$ cat config.mk
export PLATFORM = sky130hd
export DESIGN_NAME = risc16_ctrl_flat
export DESIGN_NICKNAME = d
export VERILOG_FILES = /design/src/rtl/risc16_ctrl_if.sv /design/src/rtl/risc16_ctrl.sv /design/src/flat_wrapper.sv
export SDC_FILE = /design/constraint.sdc
export NUM_CORES = 1
export LEC_CHECK = 0
export ABC_AREA = 1
export BUFFER_PORTS_ARGS = -buffer_cell sky130_fd_sc_hd__clkbuf_2
export CAP_MARGIN = 20
export CORE_MARGIN = 2
export CORE_UTILIZATION = 45
export CTS_CLUSTER_DIAMETER = 120
export DETAILED_ROUTE_END_ITERATION = 8
export PLACE_DENSITY = 0.79
export SYNTH_ARGS = -nofsm -noshare
export SYNTH_HDL_FRONTEND = slang
export SYNTH_SLANG_ARGS = --single-unit
$ cat constraint.sdc
create_clock -name clk -period 2 [get_ports clk]
set_clock_uncertainty 0.05 [all_clocks]
set_input_delay 0.5 -clock clk [delete_from_list [all_inputs] [get_ports clk]]
set_output_delay 0.5 -clock clk [all_outputs]
set_load 0.02 [all_outputs]
$ cat src/rtl/risc16_ctrl_if.sv
// Bus bundle between the RISC16 sequencing controller and its datapath/environment.
// The environment side (instruction source, ALU compare, memory) uses master.
interface risc16_ctrl_if;
   logic        instr_valid;
   logic        instr_ready;
   logic [15:0] instr;

   logic [1:0]  FUNC_alu;
   logic        MUX_alu1;
   logic        MUX_alu2;
   logic [9:0]  imm;
   logic        EQ;

   logic [2:0]  rf_src1;
   logic [2:0]  rf_src2;
   logic [2:0]  rf_wsel;
   logic        rf_we;
   logic [1:0]  wb_sel;

   logic        mem_req;
   logic        mem_we;
   logic        mem_ack;

   logic        pc_we;
   logic [1:0]  pc_sel;

   logic        busy;
   logic        halted;
   logic [15:0] retire_cnt;

   modport master (
      output instr_valid, instr, EQ, mem_ack,
      input  instr_ready, FUNC_alu, MUX_alu1, MUX_alu2, imm,
      input  rf_src1, rf_src2, rf_wsel, rf_we, wb_sel,
      input  mem_req, mem_we, pc_we, pc_sel, busy, halted, retire_cnt
   );

   modport slave (
      input  instr_valid, instr, EQ, mem_ack,
      output instr_ready, FUNC_alu, MUX_alu1, MUX_alu2, imm,
      output rf_src1, rf_src2, rf_wsel, rf_we, wb_sel,
      output mem_req, mem_we, pc_we, pc_sel, busy, halted, retire_cnt
   );
endinterface

$ cat src/rtl/risc16_ctrl.sv
// Multi-cycle sequencing controller for a 16-bit RISC core: accepts one instruction,
// steps it through EXEC / MEM / WB and issues ALU, register-file, memory and PC controls.
//
// state | meaning
// ------+--------------------------------------------------------------
// IDLE  | waiting for an instruction; instr_ready high once out of reset
// EXEC  | ALU evaluates; BEQ retires here, halt-JALR diverts to HALT
// MEM   | mem_req held until mem_ack (SW retires on ack, LW goes to WB)
// WB    | register write-back and PC update for ALU ops, LW and JALR
// HALT  | parked until reset, no handshake accepted
module risc16_ctrl (
   input  logic         clk,
   input  logic         rst_n,
   risc16_ctrl_if.slave bus
);

   typedef enum logic [2:0] {
      S_IDLE = 3'd0,
      S_EXEC = 3'd1,
      S_MEM  = 3'd2,
      S_WB   = 3'd3,
      S_HALT = 3'd4
   } state_t;

   typedef enum logic [2:0] {
      OP_ADD  = 3'b000,
      OP_ADDI = 3'b001,
      OP_NAND = 3'b010,
      OP_LUI  = 3'b011,
      OP_SW   = 3'b100,
      OP_LW   = 3'b101,
      OP_BEQ  = 3'b110,
      OP_JALR = 3'b111
   } opcode_t;

   state_t      state_q, state_d;
   logic [15:0] instr_q, instr_d;
   logic [15:0] retire_q;
   logic        rdy_en_q;

   opcode_t     op;
   logic [2:0]  ra, rb, rc;
   logic        active;

   logic [1:0]  func_c;
   logic        mux1_c, mux2_c;
   logic [2:0]  src1_c, src2_c;

   logic        instr_ready_c;
   logic        rf_we_c;
   logic [1:0]  wb_sel_c;
   logic        mem_req_c, mem_we_c;
   logic        pc_we_c;
   logic [1:0]  pc_sel_c;

   assign op     = opcode_t'(instr_q[15:13]);
   assign ra     = instr_q[12:10];
   assign rb     = instr_q[9:7];
   assign rc     = instr_q[2:0];
   assign active = (state_q == S_EXEC) || (state_q == S_MEM) || (state_q == S_WB);

   // rdy_en_q keeps instr_ready low while reset is asserted and up to the first edge after it.
   always_ff @(posedge clk or negedge rst_n) begin
      if (!rst_n) begin
         state_q  <= S_IDLE;
         instr_q  <= 16'h0000;
         retire_q <= 16'h0000;
         rdy_en_q <= 1'b0;
      end else begin
         state_q  <= state_d;
         instr_q  <= instr_d;
         rdy_en_q <= 1'b1;
         if (pc_we_c) begin
            retire_q <= retire_q + 16'd1;
         end
      end
   end

   always_comb begin
      func_c = 2'b00;
      mux1_c = 1'b0;
      mux2_c = 1'b0;
      unique case (op)
         OP_ADD:  begin func_c = 2'b00;                 end
         OP_ADDI: begin func_c = 2'b00; mux2_c = 1'b1;  end
         OP_NAND: begin func_c = 2'b01;                 end
         OP_LUI:  begin func_c = 2'b10; mux1_c = 1'b1;  end
         OP_SW:   begin func_c = 2'b00; mux2_c = 1'b1;  end
         OP_LW:   begin func_c = 2'b00; mux2_c = 1'b1;  end
         OP_BEQ:  begin func_c = 2'b11;                 end
         OP_JALR: begin func_c = 2'b10;                 end
         default: begin func_c = 2'b00;                 end
      endcase
   end

   always_comb begin
      src1_c = (op == OP_BEQ) ? ra : rb;
      unique case (op)
         OP_ADD, OP_NAND: src2_c = rc;
         OP_SW:           src2_c = ra;
         OP_BEQ:          src2_c = rb;
         default:         src2_c = 3'd0;
      endcase
   end

   always_comb begin
      state_d       = state_q;
      instr_d       = instr_q;
      instr_ready_c = 1'b0;
      rf_we_c       = 1'b0;
      wb_sel_c      = 2'b00;
      mem_req_c     = 1'b0;
      mem_we_c      = 1'b0;
      pc_we_c       = 1'b0;
      pc_sel_c      = 2'b00;

      unique case (state_q)
         S_IDLE: begin
            instr_ready_c = rdy_en_q;
            if (bus.instr_valid && rdy_en_q) begin
               instr_d = bus.instr;
               state_d = S_EXEC;
            end
         end

         S_EXEC: begin
            unique case (op)
               OP_BEQ: begin
                  pc_we_c  = 1'b1;
                  pc_sel_c = bus.EQ ? 2'b01 : 2'b00;
                  state_d  = S_IDLE;
               end
               OP_SW, OP_LW: begin
                  state_d = S_MEM;
               end
               OP_JALR: begin
                  // A non-zero 7-bit immediate on JALR is the halt encoding.
                  state_d = (instr_q[6:0] == 7'd0) ? S_WB : S_HALT;
               end
               default: begin
                  state_d = S_WB;
               end
            endcase
         end

         S_MEM: begin
            mem_req_c = 1'b1;
            mem_we_c  = (op == OP_SW);
            if (bus.mem_ack) begin
               if (op == OP_SW) begin
                  pc_we_c = 1'b1;
                  state_d = S_IDLE;
               end else begin
                  state_d = S_WB;
               end
            end
         end

         S_WB: begin
            rf_we_c = (ra != 3'd0);
            pc_we_c = 1'b1;
            unique case (op)
               OP_LW:   wb_sel_c = 2'b01;
               OP_JALR: wb_sel_c = 2'b10;
               default: wb_sel_c = 2'b00;
            endcase
            pc_sel_c = (op == OP_JALR) ? 2'b10 : 2'b00;
            state_d  = S_IDLE;
         end

         S_HALT: begin
            state_d = S_HALT;
         end

         default: begin
            state_d = S_IDLE;
         end
      endcase
   end

   assign bus.instr_ready = instr_ready_c;
   assign bus.FUNC_alu    = active ? func_c : 2'b00;
   assign bus.MUX_alu1    = active ? mux1_c : 1'b0;
   assign bus.MUX_alu2    = active ? mux2_c : 1'b0;
   assign bus.imm         = active ? instr_q[9:0] : 10'd0;

   assign bus.rf_src1     = src1_c;
   assign bus.rf_src2     = src2_c;
   assign bus.rf_wsel     = ra;
   assign bus.rf_we       = rf_we_c;
   assign bus.wb_sel      = wb_sel_c;

   assign bus.mem_req     = mem_req_c;
   assign bus.mem_we      = mem_we_c;

   assign bus.pc_we       = pc_we_c;
   assign bus.pc_sel      = pc_sel_c;

   assign bus.busy        = active;
   assign bus.halted      = (state_q == S_HALT);
   assign bus.retire_cnt  = retire_q;

endmodule

$ cat src/flat_wrapper.sv
// flat-port wrapper written by rule: the top's interface ports become plain ports
module risc16_ctrl_flat 
  (clk, rst_n, bus_instr_valid, bus_instr, bus_EQ, bus_mem_ack, bus_instr_ready, bus_FUNC_alu, bus_MUX_alu1, bus_MUX_alu2, bus_imm, bus_rf_src1, bus_rf_src2, bus_rf_wsel, bus_rf_we, bus_wb_sel, bus_mem_req, bus_mem_we, bus_pc_we, bus_pc_sel, bus_busy, bus_halted, bus_retire_cnt);
  risc16_ctrl_if bus_i ();
  input  logic clk;
  input  logic rst_n;
  input wire logic [$bits(bus_i.instr_valid)-1:0] bus_instr_valid;
  input wire logic [$bits(bus_i.instr)-1:0] bus_instr;
  input wire logic [$bits(bus_i.EQ)-1:0] bus_EQ;
  input wire logic [$bits(bus_i.mem_ack)-1:0] bus_mem_ack;
  output wire logic [$bits(bus_i.instr_ready)-1:0] bus_instr_ready;
  output wire logic [$bits(bus_i.FUNC_alu)-1:0] bus_FUNC_alu;
  output wire logic [$bits(bus_i.MUX_alu1)-1:0] bus_MUX_alu1;
  output wire logic [$bits(bus_i.MUX_alu2)-1:0] bus_MUX_alu2;
  output wire logic [$bits(bus_i.imm)-1:0] bus_imm;
  output wire logic [$bits(bus_i.rf_src1)-1:0] bus_rf_src1;
  output wire logic [$bits(bus_i.rf_src2)-1:0] bus_rf_src2;
  output wire logic [$bits(bus_i.rf_wsel)-1:0] bus_rf_wsel;
  output wire logic [$bits(bus_i.rf_we)-1:0] bus_rf_we;
  output wire logic [$bits(bus_i.wb_sel)-1:0] bus_wb_sel;
  output wire logic [$bits(bus_i.mem_req)-1:0] bus_mem_req;
  output wire logic [$bits(bus_i.mem_we)-1:0] bus_mem_we;
  output wire logic [$bits(bus_i.pc_we)-1:0] bus_pc_we;
  output wire logic [$bits(bus_i.pc_sel)-1:0] bus_pc_sel;
  output wire logic [$bits(bus_i.busy)-1:0] bus_busy;
  output wire logic [$bits(bus_i.halted)-1:0] bus_halted;
  output wire logic [$bits(bus_i.retire_cnt)-1:0] bus_retire_cnt;
  assign bus_i.instr_valid = bus_instr_valid;
  assign bus_i.instr = bus_instr;
  assign bus_i.EQ = bus_EQ;
  assign bus_i.mem_ack = bus_mem_ack;
  assign bus_instr_ready = bus_i.instr_ready;
  assign bus_FUNC_alu = bus_i.FUNC_alu;
  assign bus_MUX_alu1 = bus_i.MUX_alu1;
  assign bus_MUX_alu2 = bus_i.MUX_alu2;
  assign bus_imm = bus_i.imm;
  assign bus_rf_src1 = bus_i.rf_src1;
  assign bus_rf_src2 = bus_i.rf_src2;
  assign bus_rf_wsel = bus_i.rf_wsel;
  assign bus_rf_we = bus_i.rf_we;
  assign bus_wb_sel = bus_i.wb_sel;
  assign bus_mem_req = bus_i.mem_req;
  assign bus_mem_we = bus_i.mem_we;
  assign bus_pc_we = bus_i.pc_we;
  assign bus_pc_sel = bus_i.pc_sel;
  assign bus_busy = bus_i.busy;
  assign bus_halted = bus_i.halted;
  assign bus_retire_cnt = bus_i.retire_cnt;
  risc16_ctrl u_core (.clk(clk), .rst_n(rst_n), .bus(bus_i));
endmodule
# == Word-level counts from Yosys, hierarchy flattened ==
# Index checks and enable logic that the tools add are counted.
# classes
n_addsub,1
eq_ne,13
muxes,29
reduce_logical,14
# op_table
op,count
3-bit case mux with 3 select lines,2
"16-bit by 1-bit adder with 16-bit output, second input constant",1
"3-bit equality test, second input constant",5
"3-bit by 2-bit equality test with 1-bit output, second input constant",4
1-bit 2-to-1 mux,12
3-bit 2-to-1 mux,4
3-bit case mux with 4 select lines,1
10-bit 2-to-1 mux,1
2-bit 2-to-1 mux,5
2-bit case mux with 2 select lines,2
2-bit case mux with 4 select lines,1
7-bit logical NOT,1
"3-bit by 1-bit equality test with 1-bit output, second input constant",2
3-bit logical NOT,2
2-bit OR reduction,3
2-bit AND reduction,2
4-bit OR reduction,1
1-bit case mux with 3 select lines,1
3-bit nonzero test,1
3-bit OR reduction,1
1-bit logical OR,2
"2-bit by 1-bit inequality test with 1-bit output, second input constant",1
"2-bit inequality test, second input constant",1
1-bit logical AND,1
# totals
reg_bits,36
wordCells,61
inputBits,21

# == Depth between registers and ports, before layout ==
# Gate-level depths: netlist (run 1).
# depth
ltp_word,4
mapped_depth,9
ltp_nobuf,9

# == Worst setup path after synthesis (run 1) ==
# OpenSTA, ideal clock, no wires.
# synth_path
path_type,reg2out
start,reg u_core.state_q[0]
end,out bus_imm[0]
t_arrival_ps,1430
required_time_ps,1450
path_stages_with_launch,6
slack_ps,20
path_cell_list,dfrtp_1 > nor2_1 > nor2_1 > inv_1 > clkbuf_1 > nor2_1
# synth_via
elab_chain_len,4
elab_cells_between_ends,6
classes_between,3 x eq/ne; 1 x mux; 2 x reduce/logical
# synth_lines
item,line,rtl
start: declaration,risc16_ctrl.sv:36,"state_t state_q, state_d;"
start signal: assignment,risc16_ctrl.sv:70,state_q <= state_d;
3-bit by 1-bit equality test with 1-bit output / 3-bit by 2-bit equality test with 1-bit output (equally long branches),risc16_ctrl.sv:60,assign active = (state_q == S_EXEC) || (state_q == S_MEM) || (state_q == S_WB);
1-bit logical OR,risc16_ctrl.sv:60,
1-bit logical OR (*),risc16_ctrl.sv:60,
named net bus_busy,flat_wrapper.sv:25,output wire logic [$bits(bus_i.busy)-1:0] bus_busy;
10-bit 2-to-1 mux (*),risc16_ctrl.sv:185,assign bus.imm = active ? instr_q[9:0] : 10'd0;
end: declaration,flat_wrapper.sv:15,output wire logic [$bits(bus_i.imm)-1:0] bus_imm;
# Mark *: on every way through the listed nets, which the timed path passes. The rest lies on a longest branch.

# == Worst setup path after layout (run 1) ==
# layout_path
start,reg u_core.instr_q[13]
end,out bus_rf_src2[2]
# layout_via
elab_chain_len,3
elab_cells_between_ends,6
classes_between,3 x eq/ne; 1 x mux; 2 x reduce/logical
# layout_lines
item,line,rtl
start: declaration,risc16_ctrl.sv:37,"logic [15:0] instr_q, instr_d;"
start signal: assignment,risc16_ctrl.sv:71,instr_q <= instr_d;
3-bit by 2-bit equality test with 1-bit output / 3-bit logical NOT (equally long branches),risc16_ctrl.sv:98,unique case (op)
2-bit OR reduction,risc16_ctrl.sv:98,
3-bit case mux with 3 select lines (*),risc16_ctrl.sv:98,
end: declaration,flat_wrapper.sv:17,output wire logic [$bits(bus_i.rf_src2)-1:0] bus_rf_src2;
# Every way passes the cells marked *; elsewhere a longest branch is shown, timed or not.

==> run summary, run 1 <==
=================================================================================
Result of the run                                                    finished with violations
Violated checks                                                      negative setup slack
Count of vias placed by the detailed router                                  2185
Critical path class                                                       reg2out
Number of endpoints failing setup at the final stage                            5
Post-Syn Instances                                                            289
Synthesized flop and latch total                                               36
Layout overhead on the synthesized area                                    32.68%
Kind of path behind the tightest hold check                              in2async
Arrival time at the worst endpoint                                        1510 ps
Fill cell instance count of the final layout                                  392
Crit-path leading delay family                                       buffers and inverters
Worst-case setup margin in the final layout                             -63.06 ps
Worst-path cell chain                                                inv_2 > nand3_2 > buf_6 > o221ai_1 > buf_4
Worst vdd ir                                                             838.6 uV
Reg2Reg Capture Point                                                u_core.bus.retire_cnt[14]$_DFFE_PN0P_
Total power draw                                                       0.004383 W
Synth warn                                                                      0
Fraction of the yosys area taken by sequential cells                       0.4301
Fin nets                                                                      389
Top cells by area, synth                                             sky130_fd_sc_hd__dfrtp_1, sky130_fd_sc_hd__nand2_1, sky130_fd_sc_hd__nor2_1
Worst R2R Setup Slack                                                      380 ps
Antenna violations before repair                                                0
Worst r2r path cells                                                            8
Share of flip-flops with an asynchronous set or reset                       1.000
FMAX                                                                   0.4847 GHz
Setup slack after placement                                              248.4 ps
Per-instance average area after synthesis                               7.247 um2
Routed wl met3                                                             389 um
Routed WL                                                                 5729 um
Critical path buffer and inverter count                                         3
Residual DRC                                                                    0
Sequential Area                                                         905.9 um2
Kind of end point of the critical path                               primary output
Post-synth cell types                                                          35
Total GRT Usage                                                            0.2072
Clock transition at the registers of the reported paths                     70 ps
Power density over cell area                                          1577 nW/um2
Count of pins on the block boundary                                            71
Most frequent cells after synthesis                                  sky130_fd_sc_hd__nand2_1, sky130_fd_sc_hd__nor2_1, sky130_fd_sc_hd__inv_1, sky130_fd_sc_hd__dfrtp_1, sky130_fd_sc_hd__a21oi_1
EDFF count, synth                                                               0
Number of nets still failing antenna checks after routing                       0
Antenna fix cells                                                               0
Wire length of the first global-routing pass                              8673 um
Leakage power of the design                                              1.456 nW
Launch point of the worst reg-to-reg path                            u_core.bus.retire_cnt[0]$_DFFE_PN0P_
Clock latency of the later-clocked register in the worst-skew pair         280 ps
Yosys top cell area share                                                  0.4301
Final Instance Area                                                      2779 um2
Worst path slowest cell                                              sky130_fd_sc_hd__dfrtp_1
Cell taking the most area after synthesis                            sky130_fd_sc_hd__dfrtp_1
HPWL reported at the end of detailed placement                            3935 um
Routed length on met1                                                     2363 um
Number of maximum-capacitance constraint violations                             0
Setup repair after global routing missed its margin                           yes
Avg WL per Cell                                                          13.64 um
Clock tree from TritonCTS                                                    done
Longest Clk Path Bufs                                                           2
Ratio of final minimum period to clock period                               1.032
Max-slew violations                                                             0
Most numerous cell in the Yosys netlist                              sky130_fd_sc_hd__nand2_1
Multi-input logic area                                                   1060 um2
Post-synthesis net count                                                      311
Remaining global-route overflow                                                 0
Cell Area, Placed                                                        2489 um2
H-tree levels                                                                   2
Largest fanout on the critical path                                            11
Height of the die                                                        72.23 um
Die span in x                                                            72.23 um
Pin count of the biggest net entering global routing                           33
Final critical-path required period                                       2063 ps
First-pass detailed-route iteration total                                       4
Vias in the first global route                                               1925
Clock buffers created by TritonCTS                                              5
Synthesized cell area                                                    2095 um2
Proportion of layout cells with a drive suffix above 1                     0.3370
Highest cell delay on the worst timing path                                390 ps
Post-DR vias/cell                                                           5.202
Core outline area                                                        4414 um2
Row Count                                                                      24
Clock Tree Root                                                      sky130_fd_sc_hd__clkbuf_8
Number of I/O port buffers                                                     70
Routability-driven placement congestion ratio                              0.9855
Top metal layer carrying routed signals                                      met4
Initial core utilization                                                   0.4745
Clock sink count                                                               36
Req. time, crit path                                                      1450 ps
Number of hold violations in the final report                                   0
Die Area                                                                 5216 um2
Sort of element at the start of the critical path                        register
Iteration-0 DRC count of the detailed router                                  247
Met2 layer wire length in the routed design                               2892 um
Ys flop type                                                         sky130_fd_sc_hd__dfrtp_1
=================================================================================
## area by class of cell
cell class,instances,area share
timing repair buffer,80,0.1765
timing repair inverter,1,0.002701
multi-input combinational,201,0.3814
clock buffer,8,0.03242
sequential,36,0.3260
tap,52,0.02341
inverter,42,0.05763
## how the worst max path moves through the flow
stage	start	end	cells after the start
after floorplan	u_core.state_q[0]$_DFFE_PN0P_	bus_imm[0]	5
after global placement	u_core.instr_q[13]$_DFFE_PN0P_	bus_rf_src2[2]	5
after detailed placement	u_core.instr_q[13]$_DFFE_PN0P_	bus_rf_src2[2]	5
after CTS	u_core.state_q[0]$_DFFE_PN0P_	bus_wb_sel[0]	5
after global routing	u_core.instr_q[13]$_DFFE_PN0P_	bus_rf_src2[2]	5
final	u_core.instr_q[13]$_DFFE_PN0P_	bus_rf_src2[2]	5
## logic make-up (layout without fill, tap and decap cells)
family                     after synthesis  in the layout  share of synthesized area
DFF                                     36             36                     0.4301
other                                    1              1                   0.001790
xor gates and xnor gates                 6              6                    0.02868
and+or+nand+nor                        157            157                     0.3298
AOI/OAI and AO/OA                       36             36                    0.09439
buffers and inverters                   52            131                     0.1093
adders and majority gates                1              1                   0.005973
## registers in the layout (all words and copies together), names as in the netlist
name	cells
u_core.state_q	3
u_core.bus.retire_cnt	16
u_core.instr_q	16
u_core.rdy_en_q	1
## power breakdown
group          total [W]  switching (W)  leakage (nW)  internal (W)
logic            0.00261        0.00171         0.976      0.000902
clock network   0.000535       0.000254        0.0455      0.000281
registers        0.00124       0.000250         0.435      0.000986
## metrics by stage
step / hold WS, ps / util / setup TNS (ps) / std cells
CTS: 119.9 / 0.5918 / 0 / 416
detailed placement: 428.1 / 0.5638 / 0 / 406
global placement: 425.3 / 0.5638 / 0 / 406
floorplan: 154.4 / - / 0 / 289
finish: 113.8 / 0.6295 / -132.3 / 420
global route: 146.3 / 0.6295 / -683.7 / 420
## layout by cell type, fill, tap and decap left out, types with 2 or more instances in the layout
master / synthesis / layout
sky130_fd_sc_hd__nand2_1: 72 / 72
sky130_fd_sc_hd__clkbuf_2: 0 / 50
sky130_fd_sc_hd__nor2_1: 47 / 42
sky130_fd_sc_hd__inv_1: 38 / 35
sky130_fd_sc_hd__dfrtp_1: 36 / 32
sky130_fd_sc_hd__a21oi_1: 20 / 20
sky130_fd_sc_hd__buf_4: 3 / 20
sky130_fd_sc_hd__nand3_1: 10 / 9
sky130_fd_sc_hd__o21ai_1: 6 / 7
sky130_fd_sc_hd__inv_2: 4 / 6
sky130_fd_sc_hd__nor2_2: 3 / 6
sky130_fd_sc_hd__clkbuf_8: 0 / 6
sky130_fd_sc_hd__nor3_2: 1 / 5
sky130_fd_sc_hd__nor3_1: 10 / 5
sky130_fd_sc_hd__buf_2: 3 / 5
sky130_fd_sc_hd__o21ai_0: 5 / 4
sky130_fd_sc_hd__buf_6: 1 / 4
sky130_fd_sc_hd__dfrtp_2: 0 / 4
sky130_fd_sc_hd__nor2_4: 1 / 3
sky130_fd_sc_hd__nand4_1: 3 / 3
sky130_fd_sc_hd__xor2_1: 3 / 3
sky130_fd_sc_hd__nand3_4: 0 / 2
sky130_fd_sc_hd__o221ai_1: 3 / 2
sky130_fd_sc_hd__nand3b_1: 2 / 2
sky130_fd_sc_hd__xnor2_1: 2 / 2
sky130_fd_sc_hd__clkbuf_1: 2 / 2
## routing by layer
layer / global-route usage / up-vias
met5: 0 / -
met4: 0.05870 / 0
met3: 0.03889 / 13
met2: 0.3323 / 101
met1: 0.2875 / 1010
li1: - / 1061
## repair_timing
| item | in CTS | in global routing |
|---|---|---|
| gates resized for setup | 8 | 60 |
| buffers inserted | 2 | 3 |
| cloned | 0 | 1 |
| pin swaps | 0 | 3 |
| hold buffers | 0 | 0 |
| endpoints found under the setup margin | 24 | 24 |
Power figures use the tool's default switching activity.
==> inputs of run 2 (changes only) <==
--- a/config.mk
+++ b/config.mk
@@ -5,14 +5,13 @@
 export SDC_FILE = /design/constraint.sdc
 export NUM_CORES = 1
 export LEC_CHECK = 0
-export ABC_AREA = 1
 export BUFFER_PORTS_ARGS = -buffer_cell sky130_fd_sc_hd__clkbuf_2
 export CAP_MARGIN = 20
 export CORE_MARGIN = 2
 export CORE_UTILIZATION = 45
 export CTS_CLUSTER_DIAMETER = 120
 export DETAILED_ROUTE_END_ITERATION = 8
-export PLACE_DENSITY = 0.79
+export PLACE_DENSITY = 0.8
 export SYNTH_ARGS = -nofsm -noshare
 export SYNTH_HDL_FRONTEND = slang
 export SYNTH_SLANG_ARGS = --single-unit
==> run 2 against run 1 <==
The flow still finishes with violations (negative setup slack). Via count down 25%. Power down 2.9%. Synthesized cell count down 38%. Synthesized area down 8.8%. Clock-buffer cell count down 1. Register-to-register slack worse by 320 ps. Sequential power about the same. Cell count down 26%. Clock power down 2%. Routed wire length down 20%. Final area down 6.1%. Critical path type unchanged. Critical endpoint is now bus_rf_src1[2].
==> run summary, run 2 <==
=================================================================================
Post-synthesis net count                                                      200   -36%
Vias in the first global route                                               1550   -19%
Worst-case setup margin in the final layout                             -75.04 ps   -11.97 ps
H-tree levels                                                                   2   unchanged
Post-synth cell types                                                          45   +29%
Clock Tree Root                                                      sky130_fd_sc_hd__clkbuf_8
Clock tree from TritonCTS                                                    done
Clock buffers created by TritonCTS                                              5   unchanged
Most frequent cells after synthesis                                  sky130_fd_sc_hd__dfrtp_1, sky130_fd_sc_hd__nor2_1, sky130_fd_sc_hd__mux2_1, sky130_fd_sc_hd__xnor2_1, sky130_fd_sc_hd__and2_1
Remaining global-route overflow                                                 0   unchanged
Die Area                                                                 4783 um2   -8.3%
FMAX                                                                   0.4819 GHz   -0.58%
Top cells by area, synth                                             sky130_fd_sc_hd__dfrtp_1, sky130_fd_sc_hd__mux2_1, sky130_fd_sc_hd__xnor2_1
Req. time, crit path                                                      1450 ps   about the same
Per-instance average area after synthesis                               10.73 um2   +48%
Final critical-path required period                                       2075 ps   +11.97 ps
Switching power as a share of total power                                  0.4483   -0.05663
Critical path class                                                       reg2out
Violated checks                                                      negative setup slack
Sequential cell fraction of total power                                     0.298   +0.016
Number of I/O port buffers                                                     70   unchanged
Result of the run                                                    finished with violations
Iteration-0 DRC count of the detailed router                                   68   -72%
Post-DR vias/cell                                                           5.250   +0.92%
Pin count of the biggest net entering global routing                           37   +12%
Commonest cells after routing, fill and taps aside                   sky130_fd_sc_hd__clkbuf_2, sky130_fd_sc_hd__dfrtp_1, sky130_fd_sc_hd__buf_4, sky130_fd_sc_hd__mux2_1, sky130_fd_sc_hd__xnor2_1
Synthesized flop and latch total                                               36   unchanged
Antenna violations before repair                                                0   unchanged
Arrival time at the worst endpoint                                        1530 ps   +20 ps
Kind of path behind the tightest hold check                              in2async
Clock latency of the later-clocked register in the worst-skew pair         270 ps   about the same
Row Count                                                                      23   -4.2%
Residual DRC                                                                    0   unchanged
Longest Clk Path Bufs                                                           2   unchanged
Max-slew violations                                                             0   unchanged
Layout overhead on the synthesized area                                    36.61%
EDFF count, synth                                                               0   unchanged
Accumulated negative setup slack                                        -506.4 ps   -374.1 ps
Number of maximum-capacitance constraint violations                             0   unchanged
Total GRT Usage                                                            0.1927   -0.01449
Setup repair after global routing missed its margin                           yes
Setup slack after placement                                              72.14 ps   -176.3 ps
Die span in x                                                            69.16 um   -4.2%
Post-CTS Hold Fix Bufs                                                          0   unchanged
Clock transition at the registers of the reported paths                     70 ps   about the same
Synth warn                                                                      0   unchanged
Clock share of power                                                        0.123   about the same
Routed WL                                                                 4601 um   -20%
Number of hold violations in the final report                                   0   unchanged
Cell taking the most area after synthesis                            sky130_fd_sc_hd__dfrtp_1
HPWL reported at the end of detailed placement                            3378 um   -14%
Ratio of final minimum period to clock period                               1.038   +0.005987
Wire length of the first global-routing pass                              7445 um   -14%
Clock sink count                                                               36   unchanged
Most common cell after layout, fill and taps aside                   sky130_fd_sc_hd__clkbuf_2
Share of power burned in combinational logic                                0.579   -0.017
Avg WL per Cell                                                          14.75 um   +8.1%
Largest fanout on the critical path                                             5   -6
Synthesized cell area                                                    1911 um2   -8.8%
Sort of element at the start of the critical path                        register
Share of flip-flops with an asynchronous set or reset                       1.000   unchanged
Kind of end point of the critical path                               primary output
Count of pins on the block boundary                                            71   unchanged
First-pass detailed-route iteration total                                       4   unchanged
Number of endpoints failing setup at the final stage                            9   +4
Ys flop type                                                         sky130_fd_sc_hd__dfrtp_1
Proportion of layout cells with a drive suffix above 1                     0.4618   +0.1249
Switching power of the nets                                            0.001907 W   -14%
Number of nets still failing antenna checks after routing                       0   unchanged
Height of the die                                                        69.16 um   -4.2%
Core outline area                                                        4058 um2   -8.1%
Routability-driven placement congestion ratio                              0.8855   -10%
Worst R2R Setup Slack                                                       60 ps   -320 ps
Most numerous cell in the Yosys netlist                              sky130_fd_sc_hd__dfrtp_1
Internal cell power                                                    0.002347 W   +8.2%
Initial core utilization                                                   0.4709   -0.003630
Yosys top cell area share                                                  0.4715   +0.04141
Antenna fix cells                                                               0   unchanged
Post-Syn Instances                                                            178   -38%
Count of vias placed by the detailed router                                  1638   -25%
Min Hold Slack                                                           206.5 ps   +92.72 ps
Leakage power of the design                                              1.263 nW   -13%
Power density over cell area                                          1630 nW/um2   +3.4%
Fin nets                                                                      283   -27%
Fraction of the yosys area taken by sequential cells                       0.4715   +0.04141
Worst vdd ir                                                              1154 uV   +38%
=================================================================================
## run 2: cell types whose count changed after synthesis, sizes merged, moves of 4 or more
cell    previous run  this run
nand2             74         7
inv               42         3
nor2              51        15
mux2               0        20
a21oi             20         4
and2               0        13
xnor2              2        14
o21ai             11         1
nor3              11         3
clkbuf             2         7
nand3             12         7
a211oi             0         4
and3               0         4
## run 2: stage by stage
step | power [W] | instance area [um2] | util | cells
3_5_place_dp | 0.003434 | 2374 | 0.5850 | 299
5_1_grt | 0.004484 | 2610 | 0.6432 | 312
4_1_cts | 0.004105 | 2547 | 0.6278 | 310
6_report | 0.004254 | 2610 | 0.6432 | 312
3_3_place_gp | 0.003383 | 2374 | 0.5850 | 299
2_1_floorplan | 0.002699 | 1926 | - | 178
## run 2: final timing paths
kind / start / depth (start not counted) / end
max: u_core.instr_q[13]$_DFFE_PN0P_ / 3 / bus_rf_src1[2]
min: rst_n / 2 / u_core.instr_q[2]$_DFFE_PN0P_
max reg2reg: u_core.instr_q[5]$_DFFE_PN0P_ / 4 / u_core.state_q[0]$_DFFE_PN0P_
min reg2reg: u_core.bus.retire_cnt[15]$_DFFE_PN0P_ / 1 / u_core.bus.retire_cnt[15]$_DFFE_PN0P_
max in group asynchronous: rst_n / 2 / u_core.instr_q[14]$_DFFE_PN0P_
min in group clk: bus_instr[11] / 2 / u_core.instr_q[11]$_DFFE_PN0P_
## run 2: power groups by stage
stage | Sequential [W] | Clock, W | Combinational, W
global route | 0.00130 | 0.000568 | 0.00262
detailed placement | 0.00125 | 0 | 0.00218
global placement | 0.00123 | 0 | 0.00215
floorplan | 0.00123 | 0 | 0.00147
finish | 0.00127 | 0.000524 | 0.00246
CTS | 0.00124 | 0.000536 | 0.00233
## run 2: what timing repair did
item / in CTS / in global routing
resized for setup: 16 / 29
buffers inserted: 3 / 3
pin swaps: 3 / 4
setup endpoints to repair: 25 / 29
## run 2: logic make-up (layout without fill, tap and decap cells)
| kind of cell | Yosys count | in the layout | synth area share |
|---|---|---|---|
| AND/OR/NAND/NOR | 69 | 69 | 0.2089 |
| buffers and inverters | 17 | 101 | 0.04584 |
| multiplexers | 23 | 23 | 0.1336 |
| other | 1 | 1 | 0.001963 |
| adder cells (fa/ha/maj) | 1 | 1 | 0.006548 |
| XOR/XNOR | 15 | 15 | 0.06876 |
| AO/OA/AOI/OAI | 16 | 16 | 0.06287 |
| flip-flops | 36 | 36 | 0.4715 |
## run 2: worst max-delay path, cell delays in order, from the launching register on
cell	delay, ps
sky130_fd_sc_hd__dfrtp_2	440
sky130_fd_sc_hd__nand3b_1	310
sky130_fd_sc_hd__mux2_2	340
sky130_fd_sc_hd__clkbuf_2	150
## run 2: layout make-up
type                       count  area, um2
fill                         338       1448
multi-input combinational    125      975.9
sequential                    36      903.4
timing repair buffer          90      563.0
clock buffer                   7      86.33
tap                           50      62.56
inverter                       3      11.26
clock inverter                 1      7.507
## run 2: metal layers
metal	global-route usage	part of all wire	up-vias
met2	0.3194	0.49	46
met5	0	0	-
li1	-	-	790
met1	0.2543	0.46	798
met4	0.06536	0.010	0
met3	0.03509	0.038	4
